[src/rtl/mem_arbiter.sv]
// mem_arbiter: shares one single-ported RAM between instruction fetch and
// data memory. Data has priority. A saturating streak counter forces fetch
// to win after MAX_DSTREAK consecutive data completions while fetch waits.
// A grant is held (locked) until the RAM completes or the owner withdraws.
module mem_arbiter #(
  parameter int MAX_DSTREAK = 4,
  localparam int SW = (MAX_DSTREAK == 0) ? 1 : $clog2(MAX_DSTREAK + 1)
) (
  input  logic          CLK,
  input  logic          nRST,
  input  logic          iREN,
  input  logic [31:0]   iaddr,
  output logic [31:0]   iload,
  output logic          iwait,
  input  logic          dREN,
  input  logic          dWEN,
  input  logic [31:0]   daddr,
  input  logic [31:0]   dstore,
  output logic [31:0]   dload,
  output logic          dwait,
  output logic          ramREN,
  output logic          ramWEN,
  output logic [31:0]   ramaddr,
  output logic [31:0]   ramstore,
  input  logic [31:0]   ramload,
  input  logic          ramready,
  output logic [1:0]    dbg_state_o,
  output logic [SW-1:0] dbg_streak_o
);

  typedef enum logic [1:0] {
    IDLE   = 2'd0,
    LOCK_I = 2'd1,
    LOCK_D = 2'd2
  } state_t;

  localparam logic [SW-1:0] MAX_S = SW'(MAX_DSTREAK);

  state_t        state_q, state_d;
  logic [SW-1:0] streak_q, streak_d;
  logic          dreq;
  logic          force_i;
  logic          grant_i, grant_d;
  logic          done_i, done_d;

  assign dreq    = dREN | dWEN;
  assign force_i = (MAX_DSTREAK != 0) && (streak_q == MAX_S);

  // State register; async reset drops any lock immediately.
  always_ff @(posedge CLK or negedge nRST) begin
    if (!nRST) state_q <= IDLE;
    else       state_q <= state_d;
  end

  // Streak register; async reset clears the fairness history.
  always_ff @(posedge CLK or negedge nRST) begin
    if (!nRST) streak_q <= '0;
    else       streak_q <= streak_d;
  end

  // Next state: lock on a stalled grant, release on completion or withdrawal.
  always_comb begin
    state_d = state_q;
    case (state_q)
      IDLE: begin
        if (grant_d && !ramready)      state_d = LOCK_D;
        else if (grant_i && !ramready) state_d = LOCK_I;
      end
      LOCK_I:  if (ramready || !iREN) state_d = IDLE;
      LOCK_D:  if (ramready || !dreq) state_d = IDLE;
      default: state_d = IDLE;
    endcase
  end

  // Outputs: pick the granted requester and route it to the RAM port.
  always_comb begin
    grant_i  = 1'b0;
    grant_d  = 1'b0;
    ramREN   = 1'b0;
    ramWEN   = 1'b0;
    ramaddr  = '0;
    ramstore = '0;
    case (state_q)
      IDLE: begin
        grant_d = dreq && !(iREN && force_i);
        grant_i = iREN && !grant_d;
      end
      LOCK_I:  grant_i = iREN;
      LOCK_D:  grant_d = dreq;
      default: ;
    endcase
    if (grant_d) begin
      ramWEN   = dWEN;
      ramREN   = dREN & ~dWEN;
      ramaddr  = daddr;
      ramstore = dstore;
    end else if (grant_i) begin
      ramREN   = 1'b1;
      ramaddr  = iaddr;
    end
    done_i = grant_i & ramready;
    done_d = grant_d & ramready;
    iwait  = iREN & ~done_i;
    dwait  = dreq & ~done_d;
    iload  = ramload;
    dload  = ramload;
  end

  // Streak: count data wins while fetch waits; clear when fetch completes or leaves.
  always_comb begin
    streak_d = streak_q;
    if (done_d && iREN) begin
      if (streak_q != MAX_S) streak_d = streak_q + 1'b1;
    end else if (done_i) begin
      streak_d = '0;
    end else if (!iREN && !done_d) begin
      streak_d = '0;
    end
  end

  assign dbg_state_o  = state_q;
  assign dbg_streak_o = streak_q;

endmodule

[config.mk]
export PLATFORM = sky130hd
export DESIGN_NAME = mem_arbiter
export DESIGN_NICKNAME = d
export VERILOG_FILES = /design/src/rtl/mem_arbiter.sv
export SDC_FILE = /design/constraint.sdc
export NUM_CORES = 1
export LEC_CHECK = 0
export CELL_PAD_IN_SITES_DETAIL_PLACEMENT = 0
export CELL_PAD_IN_SITES_GLOBAL_PLACEMENT = 1
export CORE_MARGIN = 1
export CORE_UTILIZATION = 11
export DETAILED_ROUTE_END_ITERATION = 16
export PLACE_DENSITY = 0.94
export SYNTH_ARGS = -nofsm -noshare
export SYNTH_HDL_FRONTEND = slang
export SYNTH_SLANG_ARGS = --single-unit
[constraint.sdc]
create_clock -name CLK -period 2.8 [get_ports CLK]
set_clock_uncertainty 0.05 [all_clocks]
set_input_delay 0.7 -clock CLK [delete_from_list [all_inputs] [get_ports CLK]]
set_output_delay 0.7 -clock CLK [all_outputs]
set_load 0.01 [all_outputs]
==> summary.md <==
| Metric | Value |
|---|---|
| Die W | `115 um` |
| Top cells by area, synth | `buf_4 34%, a22o_1 20%, and2_1 15%` |
| Initial Utilization | `11.5%` |
| Port bufs | `174` |
| Clock Tree Buf Depth | `2` |
| Rows | `40` |
| Layout Nets | `447` |
| Die Y | `115 um` |
| Dpl cells | `460` |
| Share of layout cells above drive strength 1 | `31.0%` |
| Placer Congestion | `0.660` |
| Yosys cell types | `32` |
| N_diodes | `0` |
| Initial DRC count | `31` |
| CTS Root Cell | `clkbuf_16` |
| Yosys warnings | `0` |
| Final setup viols | `0` |
| Post-layout minimum cycle time | `2.73 ns` |
| H-tree level count | `1` |
| Most frequent cell after synthesis | `buf_4` |
| Non-Filler Instances | `478` |
| Post-synth top area share | `34.2%` |
| IO Pins | `271` |
| Fmax | `366 MHz` |
| Dpl hpwl | `5.83 mm` |
| Clock Latency Late Sink | `0.22 ns` |
| Worst setup margin | `0.0707 ns` |
| Placed Area | `0.00295 mm2` |
| Req. time, crit path | `2.05 ns` |
| Post-CTS Hold Buffers | `0` |
| Actual slew at the worst max-slew pin | `0.589 ns` |
| GRT Overall Usage | `11.0%` |
| DR pass1 iterations | `4` |
| Final Total Pwr | `867 uW` |
| CP endpoint kind | `primary output` |
| Post-synth top cells | `64 x buf_4, 34 x and2_1, 32 x a22o_1` |
| Setup TNS | `0 ns` |
| Final count of hold timing violations | `0` |
| Num CTS Buffers | `3` |
| CP max-delay cell | `and2b_2` |
| R2R Setup Slk | `1.12 ns` |
| First-pass GRT wire length | `10.8 mm` |
| Leakage | `1.32 nW` |
| Via density | `3.79` |
| CTS tree | `yes` |
| Seq/Total Area, Yosys | `8.91%` |
| Largest net degree at the start of global routing | `20` |
| Arrival @ worst endpoint | `1.98 ns` |
| Residual DRC count | `0` |
| Fin area | `0.00302 mm2` |
| Initial antenna violation count | `0` |
| Dpl ws | `-0.555 ns` |
| Worst slew margin | `60.7%` |
| Slew Limit Fails | `0` |
| Flops & latches, synth | `5` |
| Total Wirelength | `8.20 mm` |
| Largest stage delay, worst path | `0.23 ns` |
| Crit share post-route | `97.5%` |
| Syn Nets | `318` |
| Num Clock Sinks | `5` |
| CP cell instances | `clkdlybuf4s15_1, and2b_2, buf_6, o21a_4, buf_16, buf_12, a22o_1, buf_2` |
| Synth Area per Inst | `7.71 um2` |
| Die area | `0.0132 mm2` |
| Top cell type by total area after synthesis | `buf_4` |
| RSZ-0062 raised after global routing | `false` |
| Power density cells | `287 mW/mm2` |
| CP Launch Type | `input port` |
| VDD IR max | `0.000177 V` |
| Grt ovf | `0` |
| Clock Pin Slew Worst Setup and Hold Paths | `0.03 ns` |
| Hold_ws | `0.603 ns` |
| Fin util | `24.7%` |
| Via count | `1,812` |
| Crit Path Max Fanout | `5` |
| P&R area growth vs syn | `115%` |
| Mapped cell area | `0.00140 mm2` |
| Vias in the first global route | `1,892` |
| Post-synth ARST share | `100%` |
| CP Class | `input port to primary output` |
| Run status | `complete, no violations` |
| Count of flip-flops with a built-in enable after synthesis | `0` |
| Main synth FF type | `dfrtp_1` |
| Worst min-delay path category | `flip-flop to flip-flop` |
| Floorplan core area | `0.0122 mm2` |
| Routed WL per cell | `17.2 um` |
| Synthesized instance count | `182` |
| Post-route antenna net violation count | `0` |
| MaxCap Viol Count | `0` |
-- path summary, 6_finish.rpt --
check                                     start              end  depth (start not counted)
worst min-delay path            dbg_streak_o[2]  dbg_streak_o[2]                          2
worst max-delay path                       iREN       ramaddr[0]                          8
worst max register to register   dbg_state_o[0]  dbg_streak_o[2]                          4
worst min register to register  dbg_streak_o[2]  dbg_streak_o[2]                          2
max in group asynchronous                  nRST   dbg_state_o[1]                          1
min in group asynchronous                  nRST  dbg_streak_o[1]                          1
-- report_power, final --
part	total, mW	switching [mW]	internal [mW]
clock network	0.230	0.0418	0.188
logic	0.553	0.219	0.334
registers	0.0836	0.00481	0.0788
total	0.867	0.266	0.601
-- layout make-up --
type | count | area, um2
Fill cell | 1374 | 9190
Inverter | 4 | 15.0
Tap cell | 168 | 210
Multi-Input combinational cell | 98 | 761
Timing Repair Buffer | 199 | 1830
Clock buffer | 4 | 78.8
Sequential cell | 5 | 125
-- cells in the final DEF (no fill, tap or decap), types with 4 or more instances in the layout --
cell / count
buf_2: 37
clkbuf_2: 21
dfrtp_1: 5
clkdlybuf4s50_1: 103
buf_4: 9
a22o_1: 32
clkdlybuf4s15_1: 9
buf_6: 5
and2_1: 32
clkbuf_16: 5
buf_16: 4
inv_1: 4
buf_12: 4
-- kinds of logic (layout without fill, tap and decap cells) --
kind of cell / count (synthesis) / in the layout / share of synthesized area [%]
compound gates: 44 / 44 / 27.2
mux: 1 / 1 / 0.713
flops: 5 / 5 / 8.91
fa+ha+maj: 2 / 2 / 1.78
buf+inv: 79 / 207 / 38.9
simple gates: 51 / 51 / 22.5
-- metal layers --
metal	track usage, %	up-vias	wire, um	share of wire, %
met3	4.16	21	955	12
met1	10.8	839	3060	37
met5	0	-	0	0
li1	-	827	-	-
met4	3.55	0	149	1.8
met2	21.0	125	4040	49
-- state kept, by name, indices dropped and copies added (netlist names) --
register and count:
dbg_streak_o 3, dbg_state_o 2
-- worst max-delay path: cells and delay by family --
kind / cells / cell delay [ns]
buffers and inverters: 5 / 0.70
AOI/OAI and AO/OA: 2 / 0.34
and+or+nand+nor: 1 / 0.23
-- repair_timing --
action,in CTS,in global routing
cloned,5,2
buffers inserted,8,0
pin swaps,3,3
gates resized for setup,197,57
endpoints found under the setup margin,68,61
Power figures use the tool's default switching activity.
==> patch 1 (config.mk and constraints unchanged) <==
Make the reset (`nRST`) synchronous in 2 clocked blocks. Comments in the files are not updated.
--- a/src/rtl/mem_arbiter.sv
+++ b/src/rtl/mem_arbiter.sv
@@ -48,5 +48,5 @@
 
   // State register; async reset drops any lock immediately.
-  always_ff @(posedge CLK or negedge nRST) begin
+  always_ff @(posedge CLK) begin
     if (!nRST) state_q <= IDLE;
     else       state_q <= state_d;
@@ -54,5 +54,5 @@
 
   // Streak register; async reset clears the fairness history.
-  always_ff @(posedge CLK or negedge nRST) begin
+  always_ff @(posedge CLK) begin
     if (!nRST) streak_q <= '0;
     else       streak_q <= streak_d;
Behaviour: differs if nRST is asserted again (counterexample within 4 cycles, from zero or initial values and one cycle with nRST low); with nRST held inactive, the same outputs for 10 cycles.
==> patch 1 against the original RTL <==
- routed wire length fell by 14%
- area after synthesis up 2.1%
- sequential cell count did not move
- setup slack improved by 0.013 ns
- design area up 7.8%
- total power is 1.4% lower
- core utilization rose by 0.95 points
- combinational power down 4.0%
- sequential power fell by 5.3%
==> patch 1: results (changes against the original RTL) <==
\begin{tabular}{lr}
\hline
Metric & Value \\
\hline
\multicolumn{2}{l}{\textbf{Outcome}} \\
Run status & finished clean \\
\multicolumn{2}{l}{\textbf{Final layout}} \\
Fill count & 1379 (+0.36\%) \\
Fraction of layout cells with a size suffix above 1 & 0.3585 (+0.04881) \\
Total number of nets in the final design & 455 (+1.8\%) \\
\multicolumn{2}{l}{\textbf{Global route}} \\
First-pass GRT wire length & 9584 um (-11\%) \\
\multicolumn{2}{l}{\textbf{Timing}} \\
Worst slew slack as a fraction of its limit & 0.7796 (+0.1728) \\
Hold slack & 0.5804 ns (-0.02247 ns) \\
\multicolumn{2}{l}{\textbf{Routing}} \\
First DRT Iteration DRCs & 33 (+6.5\%) \\
Post-DR vias/cell & 3.620 (-4.5\%) \\
\multicolumn{2}{l}{\textbf{Placement}} \\
Half-perimeter wire length after placement & 4797 um (-18\%) \\
\multicolumn{2}{l}{\textbf{Setup path}} \\
Slowest stage cell on the critical path & sky130\_fd\_sc\_hd\_\_clkdlybuf4s15\_1 \\
Worst reg2reg setup slack & 1.14 ns (+0.02 ns) \\
Reg2Reg Capture Point & dbg\_state\_o[1] \\
Reg2Reg Launch Point & dbg\_streak\_o[0] \\
Maximum net fanout on the critical path & 8 (+3) \\
\multicolumn{2}{l}{\textbf{Yosys}} \\
Sequential area share after synthesis & 0.06981 (-0.01932) \\
Top cells by area, synth & sky130\_fd\_sc\_hd\_\_buf\_4 34\%, sky130\_fd\_sc\_hd\_\_a22o\_2 15\%, sky130\_fd\_sc\_hd\_\_and2\_1 15\% \\
Most used standard cells in the synthesized netlist & 65 x sky130\_fd\_sc\_hd\_\_buf\_4, 34 x sky130\_fd\_sc\_hd\_\_and2\_1, 22 x sky130\_fd\_sc\_hd\_\_a22o\_2, 10 x sky130\_fd\_sc\_hd\_\_a22o\_1, 6 x sky130\_fd\_sc\_hd\_\_inv\_1 \\
Share of flip-flops with an asynchronous set or reset & 0 (-1.000) \\
Top FF cell, synth & sky130\_fd\_sc\_hd\_\_dfxtp\_1 \\
Synthesized area & 0.001434 mm\^{}2 (+2.1\%) \\
Synth Net Count & 319 (+0.31\%) \\
Count of different cell masters after synthesis & 30 (-6.3\%) \\
\multicolumn{2}{l}{\textbf{Pwr}} \\
Leakage power total & 1.391 nW (+5.0\%) \\
Max rail drop VDD & 0.1957 mV (+11\%) \\
\multicolumn{2}{l}{\textbf{Worst hold path}} \\
Worst min-delay path startpoint & dbg\_streak\_o[2] \\
Worst Hold Path EP & dbg\_streak\_o[2] \\
Hold path cells & 3 (+1) \\
\hline
\end{tabular}
-- patch 1: layer usage --
| metal | global-route usage | up-vias | wire length [um] |
|---|---|---|---|
| li1 | - | 838 | - |
| met1 | 0.09872 | 805 | 2571 |
| met2 | 0.1817 | 112 | 3639 |
| met3 | 0.02387 | 19 | 776 |
| met4 | 0.02735 | 0 | 90 |
| met5 | 0 | - | 0 |
-- patch 1: cells by family (layout without fill, tap and decap cells) --
kind of cell / after synthesis / count (layout) / share of synthesized area
fa+ha+maj: 2 / 2 / 0.01745
compound gates: 47 / 47 / 0.3063
simple gates: 47 / 47 / 0.1955
mux: 1 / 1 / 0.01047
flops: 5 / 5 / 0.06981
buf+inv: 81 / 216 / 0.4005
-- patch 1: how the worst max path moves through the flow --
stage,startpoint,to,slack [ns]
2_1_floorplan,dREN,ramaddr[11],0.43
3_3_place_gp,dREN,ramaddr[18],-0.54
3_5_place_dp,dREN,ramaddr[18],-0.57
4_1_cts,dREN,ramaddr[2],-0.04
5_1_grt,iREN,ramaddr[29],0.01
6_report,iREN,ramaddr[2],0.08
-- patch 1: power by group through the flow --
stage	clock, mW	sequential, mW	combinational (mW)
after global routing	0.253	0.0797	0.572
after detailed placement	0	0.0798	0.505
after CTS	0.246	0.0793	0.546
final	0.244	0.0792	0.531
after floorplan	0	0.0822	0.260
after global placement	0	0.0794	0.498
-- patch 1: repair_timing --
action                     4_1_cts  5_1_grt
gates resized for setup        218       26
cloned                           6        0
setup buffers                   14        0
pin swaps                        7        4
setup endpoints to repair       68       49
-- patch 1: final cells by class --
| cell class | instances | area, um^2 | share of cell area |
|---|---|---|---|
| Clock buffer | 4 | 78.83 | 0.02424 |
| Tap cell | 172 | 215.2 | 0.06618 |
| Sequential cell | 5 | 100.1 | 0.03078 |
| Inverter | 7 | 26.28 | 0.008080 |
| Multi-Input combinational cell | 97 | 809.5 | 0.2489 |
| Timing Repair Buffer | 205 | 2022 | 0.6218 |
-- patch 1: worst max-delay path, delay by kind of cell --
kind                   cells  cell delay [ns]
AOI/OAI and AO/OA          2             0.33
buffers and inverters      7             0.92
-- patch 1: through the flow --
stage | power [mW] | setup WS (ns) | instances | area [um^2]
finish | 0.8544 | 0.08346 | 490 | 3252
global route | 0.9040 | 0.01083 | 490 | 3252
CTS | 0.8721 | -0.04324 | 491 | 3343
detailed placement | 0.5849 | -0.5689 | 467 | 2965
global placement | 0.5777 | -0.5440 | 467 | 2965
floorplan | 0.3420 | 0.4281 | 183 | 1434
==> patch 2 (same flow settings) <==
Without the edit above. Set the parameter `MAX_DSTREAK` to 8 (it was 4).
--- a/src/rtl/mem_arbiter.sv
+++ b/src/rtl/mem_arbiter.sv
@@ -4,5 +4,5 @@
 // A grant is held (locked) until the RAM completes or the owner withdraws.
 module mem_arbiter #(
-  parameter int MAX_DSTREAK = 4,
+  parameter int MAX_DSTREAK = 8,
   localparam int SW = (MAX_DSTREAK == 0) ? 1 : $clog2(MAX_DSTREAK + 1)
 ) (
Ports: changed (resized dbg_streak_o); port bits go from 271 to 272. No check against the original RTL was run, so the function may have changed too.
==> patch 2 against the original RTL <==
- routed wire length shrank 2.1%
- setup slack lost 0.0030 ns
- largest power group unchanged
- die area grew 3.8%
- total power grew 1.3%
- critical endpoint is now ramaddr[26]
- sequential cell count grew 1
- core utilization shrank 0.38 points
- maximum frequency shrank 0.11%
- design area grew 3.0%
- cell count grew 2.5%
- area after synthesis grew 3.8%
==> patch 2: results (changes against the original RTL) <==
\begin{tabular}{lr}
\hline
Metric & Value \\
\hline
\multicolumn{2}{l}{\textbf{Timing}} \\
Worst setup slack after layout & 0.06774 ns (-0.002993 ns) \\
Slew at the pin closest to its max-slew limit & 0.3962 ns (-0.1923 ns) \\
\multicolumn{2}{l}{\textbf{Final layout}} \\
Total number of nets in the final design & 456 (+2.0\%) \\
Fraction of area in multi-input gates & 0.2512 (-0.0008656) \\
Proportion of cell area occupied by registers & 0.04831 (+0.006850) \\
Multi-input combinational cell count & 103 (+5.1\%) \\
Syn-to-layout area delta & 113.2\% \\
Final clock-cell share & 0.02415 (-0.001965) \\
Non-clock buffer share & 0.6023 (-0.003465) \\
Number of clock buffers in the layout & 3 (-1) \\
Fill count & 1364 (-0.73\%) \\
Max reg flops & 4 (+1) \\
\multicolumn{2}{l}{\textbf{Setup path}} \\
Worst reg2reg setup slack & 0.95 ns (-0.17 ns) \\
Critical path destination & ramaddr[26] \\
Reg2Reg Launch Point & dbg\_streak\_o[0] \\
Reg2Reg Capture Point & dbg\_streak\_o[1] \\
\multicolumn{2}{l}{\textbf{Global route}} \\
First-pass GRT wire length & 10050 um (-6.5\%) \\
Via count of the first global-routing pass & 1808 (-4.4\%) \\
Overall routing resource usage & 0.1024 (-0.007475) \\
\multicolumn{2}{l}{\textbf{Placement}} \\
Final estimated routing congestion in global placement & 0.6902 (+4.6\%) \\
Post-placement worst setup slack & -0.5162 ns (+0.03927 ns) \\
Buffers on Ports & 175 (+0.57\%) \\
\multicolumn{2}{l}{\textbf{Pwr}} \\
Switching power total & 265.7 uW (about the same) \\
Leakage power total & 1.363 nW (+3.0\%) \\
Max rail drop VDD & 0.1573 mV (-11\%) \\
Power in combinational cells & 543 uW (-2\%) \\
\multicolumn{2}{l}{\textbf{Routing}} \\
Final wirelength & 8031 um (-2.1\%) \\
Post-DR vias/cell & 3.743 (-1.3\%) \\
\multicolumn{2}{l}{\textbf{Yosys}} \\
Most used standard cells in the synthesized netlist & 64 x sky130\_fd\_sc\_hd\_\_buf\_4, 33 x sky130\_fd\_sc\_hd\_\_and2\_1, 32 x sky130\_fd\_sc\_hd\_\_a22o\_1, 6 x sky130\_fd\_sc\_hd\_\_buf\_2, 6 x sky130\_fd\_sc\_hd\_\_dfrtp\_1 \\
Compound-Gate Fraction of Synth Area & 0.2781 (+0.006276) \\
Arithmetic-cell share of the synthesized area counting full adders, half adders and majority gates & 0.01717 (-0.0006579) \\
Top cells by area, synth & sky130\_fd\_sc\_hd\_\_buf\_4 33\%, sky130\_fd\_sc\_hd\_\_a22o\_1 19\%, sky130\_fd\_sc\_hd\_\_and2\_1 14\% \\
\multicolumn{2}{l}{\textbf{Clock tree}} \\
Post CTS Setup Buffer Count & 9 (+1) \\
Resize count post-CTS & 222 (+13\%) \\
\multicolumn{2}{l}{\textbf{Outcome}} \\
Run status & finished clean \\
\hline
\end{tabular}
==> patch 2: per-layer routing <==
layer  up-vias  track usage  wire length, um
met2       139       0.1890             4033
met3        20      0.03141              831
met1       824       0.1106             3014
li1        851            -                -
met5         -            0                0
met4         0      0.03460              152
==> patch 2: worst max-delay path, stage by stage <==
cell,delay [ns]
sky130_fd_sc_hd__clkdlybuf4s15_1,0.23
sky130_fd_sc_hd__o21bai_2,0.21
sky130_fd_sc_hd__a21oi_4,0.06
sky130_fd_sc_hd__buf_4,0.14
sky130_fd_sc_hd__bufbuf_16,0.28
sky130_fd_sc_hd__a22o_1,0.23
sky130_fd_sc_hd__buf_2,0.14
==> patch 2: stage by stage <==
step	cells	total power, mW	hold slack, ns
2_1_floorplan	188	0.3731	0.3544
3_3_place_gp	472	0.6488	0.5173
3_5_place_dp	472	0.6553	0.5427
4_1_cts	488	0.8821	0.5442
5_1_grt	490	0.9380	0.5920
6_report	490	0.8782	0.5409
